File: config.mk
export PLATFORM = sky130hd
export DESIGN_NAME = pipe_stage_reg
export DESIGN_NICKNAME = d
export VERILOG_FILES = /design/src/rtl/pipe_pkg.sv /design/src/rtl/pipe_stage_slot.sv /design/src/rtl/pipe_stage_reg.sv
export SDC_FILE = /design/constraint.sdc
export NUM_CORES = 1
export LEC_CHECK = 0
export ABC_CLOCK_PERIOD_IN_PS = 7500
export BUFFER_PORTS_ARGS = -buffer_cell sky130_fd_sc_hd__buf_2
export CORE_MARGIN = 2
export CORE_UTILIZATION = 49
export DETAILED_ROUTE_END_ITERATION = 12
export GPL_ROUTABILITY_DRIVEN = 1
export PLACE_DENSITY_LB_ADDON = 0.3
export REMOVE_ABC_BUFFERS = 1
export SYNTH_ARGS = -nofsm -noshare
export SYNTH_HDL_FRONTEND = slang
export SYNTH_HIERARCHICAL = 1
export SYNTH_SLANG_ARGS = --single-unit
File: constraint.sdc
create_clock -name clk -period 7.5 [get_ports clk]
set_clock_uncertainty 0.05 [all_clocks]
set_input_delay 0.75 -clock clk [delete_from_list [all_inputs] [get_ports clk]]
set_output_delay 0.75 -clock clk [all_outputs]
set_load 0.02 [all_outputs]
File: src/rtl/pipe_pkg.sv
// ---------------------------------------------------------------------------
// pipe_pkg
//   Shared definitions for the inter-stage pipeline registers of the 5-stage
//   MIPS core.
//   - DATA_W_DEFAULT : default width of one payload lane.
//   - NOP_INSTR      : instruction word used as the bubble / reset payload.
//   - LANE_*         : lane index of each payload word on the stage bus.
//   - slot_op_e      : operation applied to one storage slot on a clock edge.
//   - lane_lsb()     : bit offset of a lane on the packed payload bus.
// ---------------------------------------------------------------------------
package pipe_pkg;

    localparam int unsigned DATA_W_DEFAULT = 32;

    localparam logic [31:0] NOP_INSTR = 32'h0000_0000;

    localparam int unsigned LANE_INSTR = 0;
    localparam int unsigned LANE_PC    = 1;
    localparam int unsigned LANE_PC4   = 2;

    // HOLD keeps the slot, LOAD captures new data, DROP releases the entry
    // but keeps the data bits, CLEAR empties it and restores the reset payload.
    typedef enum logic [1:0] {
        SLOT_HOLD  = 2'd0,
        SLOT_LOAD  = 2'd1,
        SLOT_DROP  = 2'd2,
        SLOT_CLEAR = 2'd3
    } slot_op_e;

    // Bit offset of lane 'lane' on a bus of 'width'-bit lanes.
    function automatic int unsigned lane_lsb(input int unsigned lane,
                                             input int unsigned width);
        return lane * width;
    endfunction

endpackage

File: src/rtl/pipe_stage_slot.sv
// ---------------------------------------------------------------------------
// pipe_stage_slot
//   One storage entry of a pipeline stage: a valid bit plus a W-bit payload.
//   The stage controller selects the per-edge operation (hold/load/drop/clear).
// Ports:
//   clk        in   rising-edge clock
//   reset      in   asynchronous active-high reset (empty, RESET_VAL payload)
//   op         in   operation applied on the next clock edge
//   load_data  in   payload captured on SLOT_LOAD
//   valid      out  slot holds a payload
//   data       out  stored payload
// ---------------------------------------------------------------------------
module pipe_stage_slot
    import pipe_pkg::*;
#(
    parameter int unsigned     W         = 32,
    parameter logic [W-1:0]    RESET_VAL = {W{1'b0}}
) (
    input  logic          clk,
    input  logic          reset,
    input  slot_op_e      op,
    input  logic [W-1:0]  load_data,
    output logic          valid,
    output logic [W-1:0]  data
);

    logic          valid_d;
    logic          valid_q;
    logic [W-1:0]  data_d;
    logic [W-1:0]  data_q;

    // Next-state selection for the slot.
    always_comb begin
        valid_d = valid_q;
        data_d  = data_q;
        case (op)
            SLOT_HOLD: begin
                valid_d = valid_q;
                data_d  = data_q;
            end
            SLOT_LOAD: begin
                valid_d = 1'b1;
                data_d  = load_data;
            end
            SLOT_DROP: begin
                valid_d = 1'b0;
                data_d  = data_q;
            end
            SLOT_CLEAR: begin
                valid_d = 1'b0;
                data_d  = RESET_VAL;
            end
            default: begin
                valid_d = valid_q;
                data_d  = data_q;
            end
        endcase
    end

    // Slot state registers.
    always_ff @(posedge clk or posedge reset) begin
        if (reset) begin
            valid_q <= 1'b0;
            data_q  <= RESET_VAL;
        end else begin
            valid_q <= valid_d;
            data_q  <= data_d;
        end
    end

    assign valid = valid_q;
    assign data  = data_q;

endmodule

File: src/rtl/pipe_stage_reg.sv
// ---------------------------------------------------------------------------
// pipe_stage_reg
//   Inter-stage pipeline register (F/D, D/E, E/M, M/W) carrying LANES payload
//   words with a valid/ready handshake, hazard stall, flush (bubble insert)
//   and a saturating stall-cycle counter.
//   Optional macro PIPE_STAGE_SKID_EN adds a one-entry skid slot so that
//   in_ready no longer depends combinationally on out_ready (capacity 2).
// Ports:
//   clk           in   rising-edge clock
//   reset         in   asynchronous active-high reset
//   in_valid      in   upstream has a payload
//   in_ready      out  stage accepts this cycle
//   in_data       in   upstream payload, lane i = [i*DATA_W +: DATA_W]
//   stall         in   hazard freeze: no accept, no release
//   flush         in   discard content, insert bubble
//   out_valid     out  stage holds a valid payload
//   out_ready     in   downstream consumes
//   out_data      out  registered payload
//   cnt_clr       in   synchronous clear of stall_cycles
//   stall_cycles  out  saturating count of stalled cycles
// ---------------------------------------------------------------------------
module pipe_stage_reg
    import pipe_pkg::*;
#(
    parameter int unsigned        DATA_W    = DATA_W_DEFAULT,
    parameter int unsigned        LANES     = 3,
    parameter logic [DATA_W-1:0]  RESET_VAL = DATA_W'(NOP_INSTR),
    parameter int unsigned        CNT_W     = 16
) (
    input  logic                     clk,
    input  logic                     reset,
    input  logic                     in_valid,
    output logic                     in_ready,
    input  logic [LANES*DATA_W-1:0]  in_data,
    input  logic                     stall,
    input  logic                     flush,
    output logic                     out_valid,
    input  logic                     out_ready,
    output logic [LANES*DATA_W-1:0]  out_data,
    input  logic                     cnt_clr,
    output logic [CNT_W-1:0]         stall_cycles
);

    localparam int unsigned              BUS_W       = LANES * DATA_W;
    localparam logic [BUS_W-1:0]         RST_PAYLOAD = {LANES{RESET_VAL}};
    localparam logic [CNT_W-1:0]         CNT_MAX     = {CNT_W{1'b1}};

    logic              in_ready_s;
    logic              in_fire_s;
    logic              out_fire_s;
    slot_op_e          main_op_s;
    logic [BUS_W-1:0]  main_load_data_s;
    logic              main_valid_s;
    logic [BUS_W-1:0]  main_data_s;

    logic [CNT_W-1:0]  stall_cycles_d;
    logic [CNT_W-1:0]  stall_cycles_q;

    assign in_fire_s  = in_valid & in_ready_s;
    // A stall also blocks the downstream release.
    assign out_fire_s = main_valid_s & out_ready & ~stall;

    pipe_stage_slot #(
        .W         (BUS_W),
        .RESET_VAL (RST_PAYLOAD)
    ) u_main (
        .clk       (clk),
        .reset     (reset),
        .op        (main_op_s),
        .load_data (main_load_data_s),
        .valid     (main_valid_s),
        .data      (main_data_s)
    );

`ifdef PIPE_STAGE_SKID_EN

    slot_op_e          skid_op_s;
    logic              skid_valid_s;
    logic [BUS_W-1:0]  skid_data_s;

    pipe_stage_slot #(
        .W         (BUS_W),
        .RESET_VAL (RST_PAYLOAD)
    ) u_skid (
        .clk       (clk),
        .reset     (reset),
        .op        (skid_op_s),
        .load_data (in_data),
        .valid     (skid_valid_s),
        .data      (skid_data_s)
    );

    // Handshake control with skid: ready only looks at the skid flop, so the
    // out_ready -> in_ready path is broken. The skid is only ever occupied
    // while the main entry is occupied, which keeps FIFO order.
    always_comb begin
        in_ready_s       = ~flush & ~stall & ~skid_valid_s;
        main_op_s        = SLOT_HOLD;
        main_load_data_s = in_data;
        skid_op_s        = SLOT_HOLD;
        if (flush) begin
            main_op_s = SLOT_CLEAR;
            skid_op_s = SLOT_CLEAR;
        end else if (stall) begin
            main_op_s = SLOT_HOLD;
            skid_op_s = SLOT_HOLD;
        end else if (skid_valid_s) begin
            if (out_fire_s) begin
                // Older skid word advances into the main entry.
                main_op_s        = SLOT_LOAD;
                main_load_data_s = skid_data_s;
                skid_op_s        = SLOT_DROP;
            end else begin
                main_op_s = SLOT_HOLD;
                skid_op_s = SLOT_HOLD;
            end
        end else if (in_fire_s) begin
            if (~main_valid_s | out_fire_s) begin
                main_op_s = SLOT_LOAD;
                skid_op_s = SLOT_HOLD;
            end else begin
                main_op_s = SLOT_HOLD;
                skid_op_s = SLOT_LOAD;
            end
        end else if (out_fire_s) begin
            main_op_s = SLOT_DROP;
            skid_op_s = SLOT_HOLD;
        end else begin
            main_op_s = SLOT_HOLD;
            skid_op_s = SLOT_HOLD;
        end
    end

`else

    // Handshake control without skid: a full stage accepts only when it is
    // being drained in the same cycle (combinational out_ready path).
    always_comb begin
        in_ready_s       = ~flush & ~stall & (~main_valid_s | out_ready);
        main_op_s        = SLOT_HOLD;
        main_load_data_s = in_data;
        if (flush) begin
            main_op_s = SLOT_CLEAR;
        end else if (stall) begin
            main_op_s = SLOT_HOLD;
        end else if (in_fire_s) begin
            main_op_s = SLOT_LOAD;
        end else if (out_fire_s) begin
            main_op_s = SLOT_DROP;
        end else begin
            main_op_s = SLOT_HOLD;
        end
    end

`endif

    // Stall counter next state: clear wins over increment, saturates at all-ones.
    always_comb begin
        stall_cycles_d = stall_cycles_q;
        if (cnt_clr) begin
            stall_cycles_d = {CNT_W{1'b0}};
        end else if (stall && (stall_cycles_q != CNT_MAX)) begin
            stall_cycles_d = stall_cycles_q + CNT_W'(1);
        end else begin
            stall_cycles_d = stall_cycles_q;
        end
    end

    // Stall counter register.
    always_ff @(posedge clk or posedge reset) begin
        if (reset) begin
            stall_cycles_q <= {CNT_W{1'b0}};
        end else begin
            stall_cycles_q <= stall_cycles_d;
        end
    end

    assign in_ready     = in_ready_s;
    assign out_valid    = main_valid_s;
    assign out_data     = main_data_s;
    assign stall_cycles = stall_cycles_q;

endmodule
# Word-level counts from Yosys, hierarchy flattened
# Index checks and enable logic that the tools add are counted.
# W data, S select, Z words.
dict set report op_classes {
  n_addsub 1
  eq_ne 4
  muxes 8
  bitwise_logic 9
  reduce_logical 5
}
# op count
set ops {}
lappend ops {{$pmux W96 S2} 1}
lappend ops {{$mux W16} 2}
lappend ops {{$add A16 B1 Y16 const B} 1}
lappend ops {{$ne A16 B16 Y1 const B} 1}
lappend ops {{$mux W2} 4}
lappend ops {{$and A1 B1 Y1} 5}
lappend ops {{$eq A2 B2 Y1 const B} 2}
lappend ops {{$reduce_or A2 Y1} 2}
lappend ops {{$not A1 Y1} 3}
lappend ops {{$eq A2 B1 Y1 const B} 1}
lappend ops {{$logic_not A2 Y1} 1}
lappend ops {{$pmux W1 S2} 1}
lappend ops {{$reduce_bool A2 Y1} 1}
lappend ops {{$logic_and A1 B1 Y1} 1}
lappend ops {{$or A1 B1 Y1} 1}
dict set report word_totals {
  reg_bits 113
  in_bits 103
  output_inout_bits 114
  wordCells 30
}

# Logic depth before layout (Yosys ltp)
dict set report depth {
  word_depth 10
  depth_mapped 8
  depth_no_buf 5
}

# Modules after synthesis
# The synthesis kept the hierarchy.
# module instances cells_each area_per_inst_um2 seq_area_each_um2
set modules_own_cells {}
lappend modules_own_cells {pipe_stage_slot 1 219 3433.3 2427.3}
lappend modules_own_cells {pipe_stage_reg 1 108 952.2 400.4}

# Worst setup path after synthesis
# Ideal clock, no wire load.
dict set report synth_timing {
  kind {input-to-reg}
  from {input out_ready}
  to {register u_main.data_q[0] (netlist: u_main/data[0])}
  setup_time_ns 0.121
  t_arrival_ns 2.230
  required_time_ns 7.329
  path_slack_ns 5.099
  path_stages 7
  n_path_buf 2
  path_cell_list {inv_1 > a211oi_1 > a21o_1 > inv_2 > buf_2 > buf_2 > a22o_1}
}
dict set report synth_via {
  elab_chain_len 8
  word_cells_on_any_way 15
  classes_between {eq/ne: 3; mux: 5; bitwise: 5; reduce/logical: 2}
}
# element line_no
set synth_lines {}
lappend synth_lines {{start: declaration} pipe_stage_reg.sv:38} ;# input logic out_ready,
lappend synth_lines {{$or A1 B1 Y1 (*)} pipe_stage_reg.sv:139} ;# in_ready_s = ~flush & ~stall & (~main_valid_s | out_ready);
lappend synth_lines {{$and A1 B1 Y1 (*)} pipe_stage_reg.sv:139}
lappend synth_lines {{named net in_ready} pipe_stage_reg.sv:33} ;# output logic in_ready,
lappend synth_lines {{$and A1 B1 Y1 (*)} pipe_stage_reg.sv:59} ;# assign in_fire_s = in_valid & in_ready_s;
lappend synth_lines {{$mux W2 (*)} pipe_stage_reg.sv:146} ;# end else if (in_fire_s) begin
lappend synth_lines {{$mux W2 (*)} pipe_stage_reg.sv:144} ;# end else if (stall) begin
lappend synth_lines {{$mux W2 (*)} pipe_stage_reg.sv:142} ;# if (flush) begin
lappend synth_lines {{named net main_op_s[0]} pipe_stage_reg.sv:51} ;# slot_op_e main_op_s;
lappend synth_lines {{$eq A2 B2 Y1, or another cell as far along} pipe_stage_slot.sv:36} ;# case (op)
lappend synth_lines {{$pmux W96 S2 or $reduce_or A2 Y1 (tied branches)} n/a}
lappend synth_lines {{end signal: assignment} pipe_stage_slot.sv:67} ;# data_q <= data_d;
lappend synth_lines {{end: declaration} pipe_stage_slot.sv:30} ;# logic [W-1:0] data_q;
# The timed path passes the listed nets; every way through them passes the cells marked *.
# A chain may end at the register's enable or synchronous reset.

# Worst setup path after layout
dict set report layout_timing {
  from {register u_main.valid_q (netlist: u_main/valid)}
  to {register u_main.data_q[43] (netlist: u_main/data[43])}
}
dict set report layout_via {
  elab_chain_len 9
  word_cells_on_any_way 16
  classes_between {eq/ne: 3; mux: 5; bitwise: 6; reduce/logical: 2}
}
# element line_no
set layout_lines {}
lappend layout_lines {{start: declaration} pipe_stage_slot.sv:28} ;# logic valid_q;
lappend layout_lines {{start signal: assignment} pipe_stage_slot.sv:66} ;# valid_q <= valid_d;
lappend layout_lines {{$not A1 Y1 (*)} pipe_stage_reg.sv:139}
lappend layout_lines {{$or A1 B1 Y1 (*)} pipe_stage_reg.sv:139}
lappend layout_lines {{$and A1 B1 Y1 (*)} pipe_stage_reg.sv:139}
lappend layout_lines {{$and A1 B1 Y1 (*)} pipe_stage_reg.sv:59}
lappend layout_lines {{$mux W2 (*)} pipe_stage_reg.sv:146}
lappend layout_lines {{$mux W2 (*)} pipe_stage_reg.sv:144}
lappend layout_lines {{$mux W2 (*)} pipe_stage_reg.sv:142}
lappend layout_lines {{named net main_op_s[0]} pipe_stage_reg.sv:51}
lappend layout_lines {{$eq A2 B2 Y1, or another cell as far along} pipe_stage_slot.sv:36}
lappend layout_lines {{$pmux W96 S2 or $reduce_or A2 Y1 (tied branches)} n/a}
# Marks and branches as above.

==> metrics.cfg <==
[setup_path]
cp_slowest_cell=buf_4
worstPathCellList=a211oi_1 -> a21o_1 -> nor2b_4 -> buf_4 -> a22o_1
cp.arrival_ns=2.69
worst-endpoint-required_ns=7.88
worstSetupPathType=flip-flop to flip-flop
start_kind=flip-flop
cp_top_family=buffers and inverters
cp_slowest_stage_delay_ns=0.72
crit_fanout=89
cp-end-kind=flip-flop
ff2ff_setup_slack_ns=5.18
critPathBufInv=1

[sta]
worst_pin_slew_ns=1.15
maxSlewViolCount=0
timing.final.hold_violations=0
grt_setup_unrepaired=no
setup_violations=0
fin_crit_ns=2.32
finalSetupTns_ns=0
post-route-period-util_pct=30.9
max_clock_freq_mhz=432
slew_headroom_pct=23.1

[floorplanning]
io_pins=217
num_rows=34
die_h_um=98.6
dieArea_um2=9720
die_x_um=98.6
initial_core_util_pct=50.3
core-area_um2=8720

[synth]
syn_area_um2=4390
ys_warn_count=6
synth_edf_count=0
ys_seq_area_share_pct=64.5
ys_ff_latch=113
syn_avg_cell_area_um2=13.4
synthArstFlopShare_pct=100
synth_cell_types=33
netlist_instances=327
synthFlopType=dfrtp_1

[power_and_ir_drop]
ir_drop_v=0.000165
powerDensity_nw_per_um2=283
p_leak_nw=3.27

[clocking]
cts_tree=done
h-tree-depth=4
clock_latency_ns=0.49
cts_made_buffers=17
clk_pin_slew_worst_paths_ns=0.05
post_cts_buffers=0
clockRootBuffer=clkbuf_8
hold_buffers=0
clockBufferDepth=2
cts-resized-gates=0
cts_sinks=113

[route]
ant_nets=0
drt_iter0_markers=148
wire_per_inst_um=18.1
first_pass_iters=7
drc=0
postRouteWirelength_um=11900
drt-vias-per-instance=5.52
via_count=3646

[cells_and_area]
drive_gt1_share_pct=46.2
layout_common_cells=buf_2 (216), dfrtp_1 (113), a22o_1 (96)
nets=644
final_common_cell=buf_2
diodes=0
stdcell_count=660
nFillCells=656
area_growth_syn_to_layout_pct=38.4

[run_status]
status=finished clean

[job]
timing.max_cap.violations=0

[min_path]
hold_path_class=input port to asynchronous set/reset pin

[global_routing]
antenna_found_initial=0
overflow=0
grt_pass1_wl_um=18700
gr-usage-all-layers_pct=24.6
first_global_vias=3725
grt_max_degree=92

[placed_design]
placedCellCount=629
hpwl_um=8070
port_buffers=216
gp_congestion=0.803

final timing paths:
check | from | to | cells after the start
max | u_main/valid | u_main/data[43] | 5
min | reset | u_main/data[80] | 2
max reg2reg | u_main/valid | u_main/data[43] | 5
min reg2reg | u_main/data[46] | u_main/data[46] | 1
max in group asynchronous | reset | u_main/data[70] | 3
min in group clk | in_data[46] | u_main/data[46] | 2
flip-flops by register name (all words and copies together), names as in the netlist:
| name | cells |
|---|---|
| u_main/data | 96 |
| u_main/valid | 1 |
| stall_cycles | 16 |
routing by layer:
| layer | routed length (um) | GRT usage (%) |
|---|---|---|
| met1 | 5040 | 32.3 |
| met2 | 5840 | 38.5 |
| met3 | 800 | 8.44 |
| met4 | 263 | 8.64 |
| met5 | 0 | 0 |
cells by family after synthesis:
logic type / after synthesis / share of synthesized area [%]
AOI/OAI and AO/OA: 126 / 23.4
DFF: 113 / 64.5
buffers and inverters: 30 / 3.94
and+or+nand+nor: 55 / 7.42
adders and majority gates: 1 / 0.285
muxes: 2 / 0.485
cell type report:
class	count	area, um2	share of cell area [%]
clock buffer	20	435	7.17
clock inverter	11	163	2.68
inverter	5	21.3	0.350
multi-input combinational	184	1390	22.8
sequential	113	2830	46.6
tap	108	135	2.23
timing repair buffer	219	1100	18.2
power breakdown:
group	leakage [nW]	switching, mW	total [mW]	internal, mW
Sequential	1.49	0.0286	0.685	0.657
Clock	0.287	0.264	0.807	0.543
Combinational	1.49	0.137	0.225	0.0881
synthesized netlist by cell type, types with 3 or more instances:
master | instances | area (um2)
nand2_1 | 7 | 26.3
o21ai_0 | 3 | 15.0
or4_1 | 7 | 52.6
dfrtp_1 | 113 | 2830
o31ai_1 | 7 | 52.6
nand4_1 | 4 | 25.0
a22o_1 | 96 | 841
a211oi_1 | 3 | 22.5
a21oi_1 | 14 | 70.1
or3_1 | 5 | 31.3
inv_1 | 4 | 15.0
nor2_1 | 8 | 30.0
buf_6 | 6 | 67.6
clkbuf_1 | 6 | 22.5
nand3_1 | 8 | 40.0
buf_2 | 12 | 60.1
and2_1 | 3 | 18.8
metrics by stage:
step | power, mW | instance area (um2) | hold WS, ns | worst slack (ns) | utilization (%)
after floorplan | 0.818 | 4230 | 0.575 | 4.17 | -
after global placement | 0.915 | 5470 | 0.433 | 4.78 | 62.8
after detailed placement | 0.920 | 5470 | 0.437 | 4.73 | 62.8
after CTS | 1.73 | 6070 | 0.0665 | 5.21 | 69.6
after global routing | 1.78 | 6070 | 0.0590 | 5.00 | 69.6
final | 1.72 | 6070 | 0.0976 | 5.18 | 69.6
(Power assumes the default switching activity.)
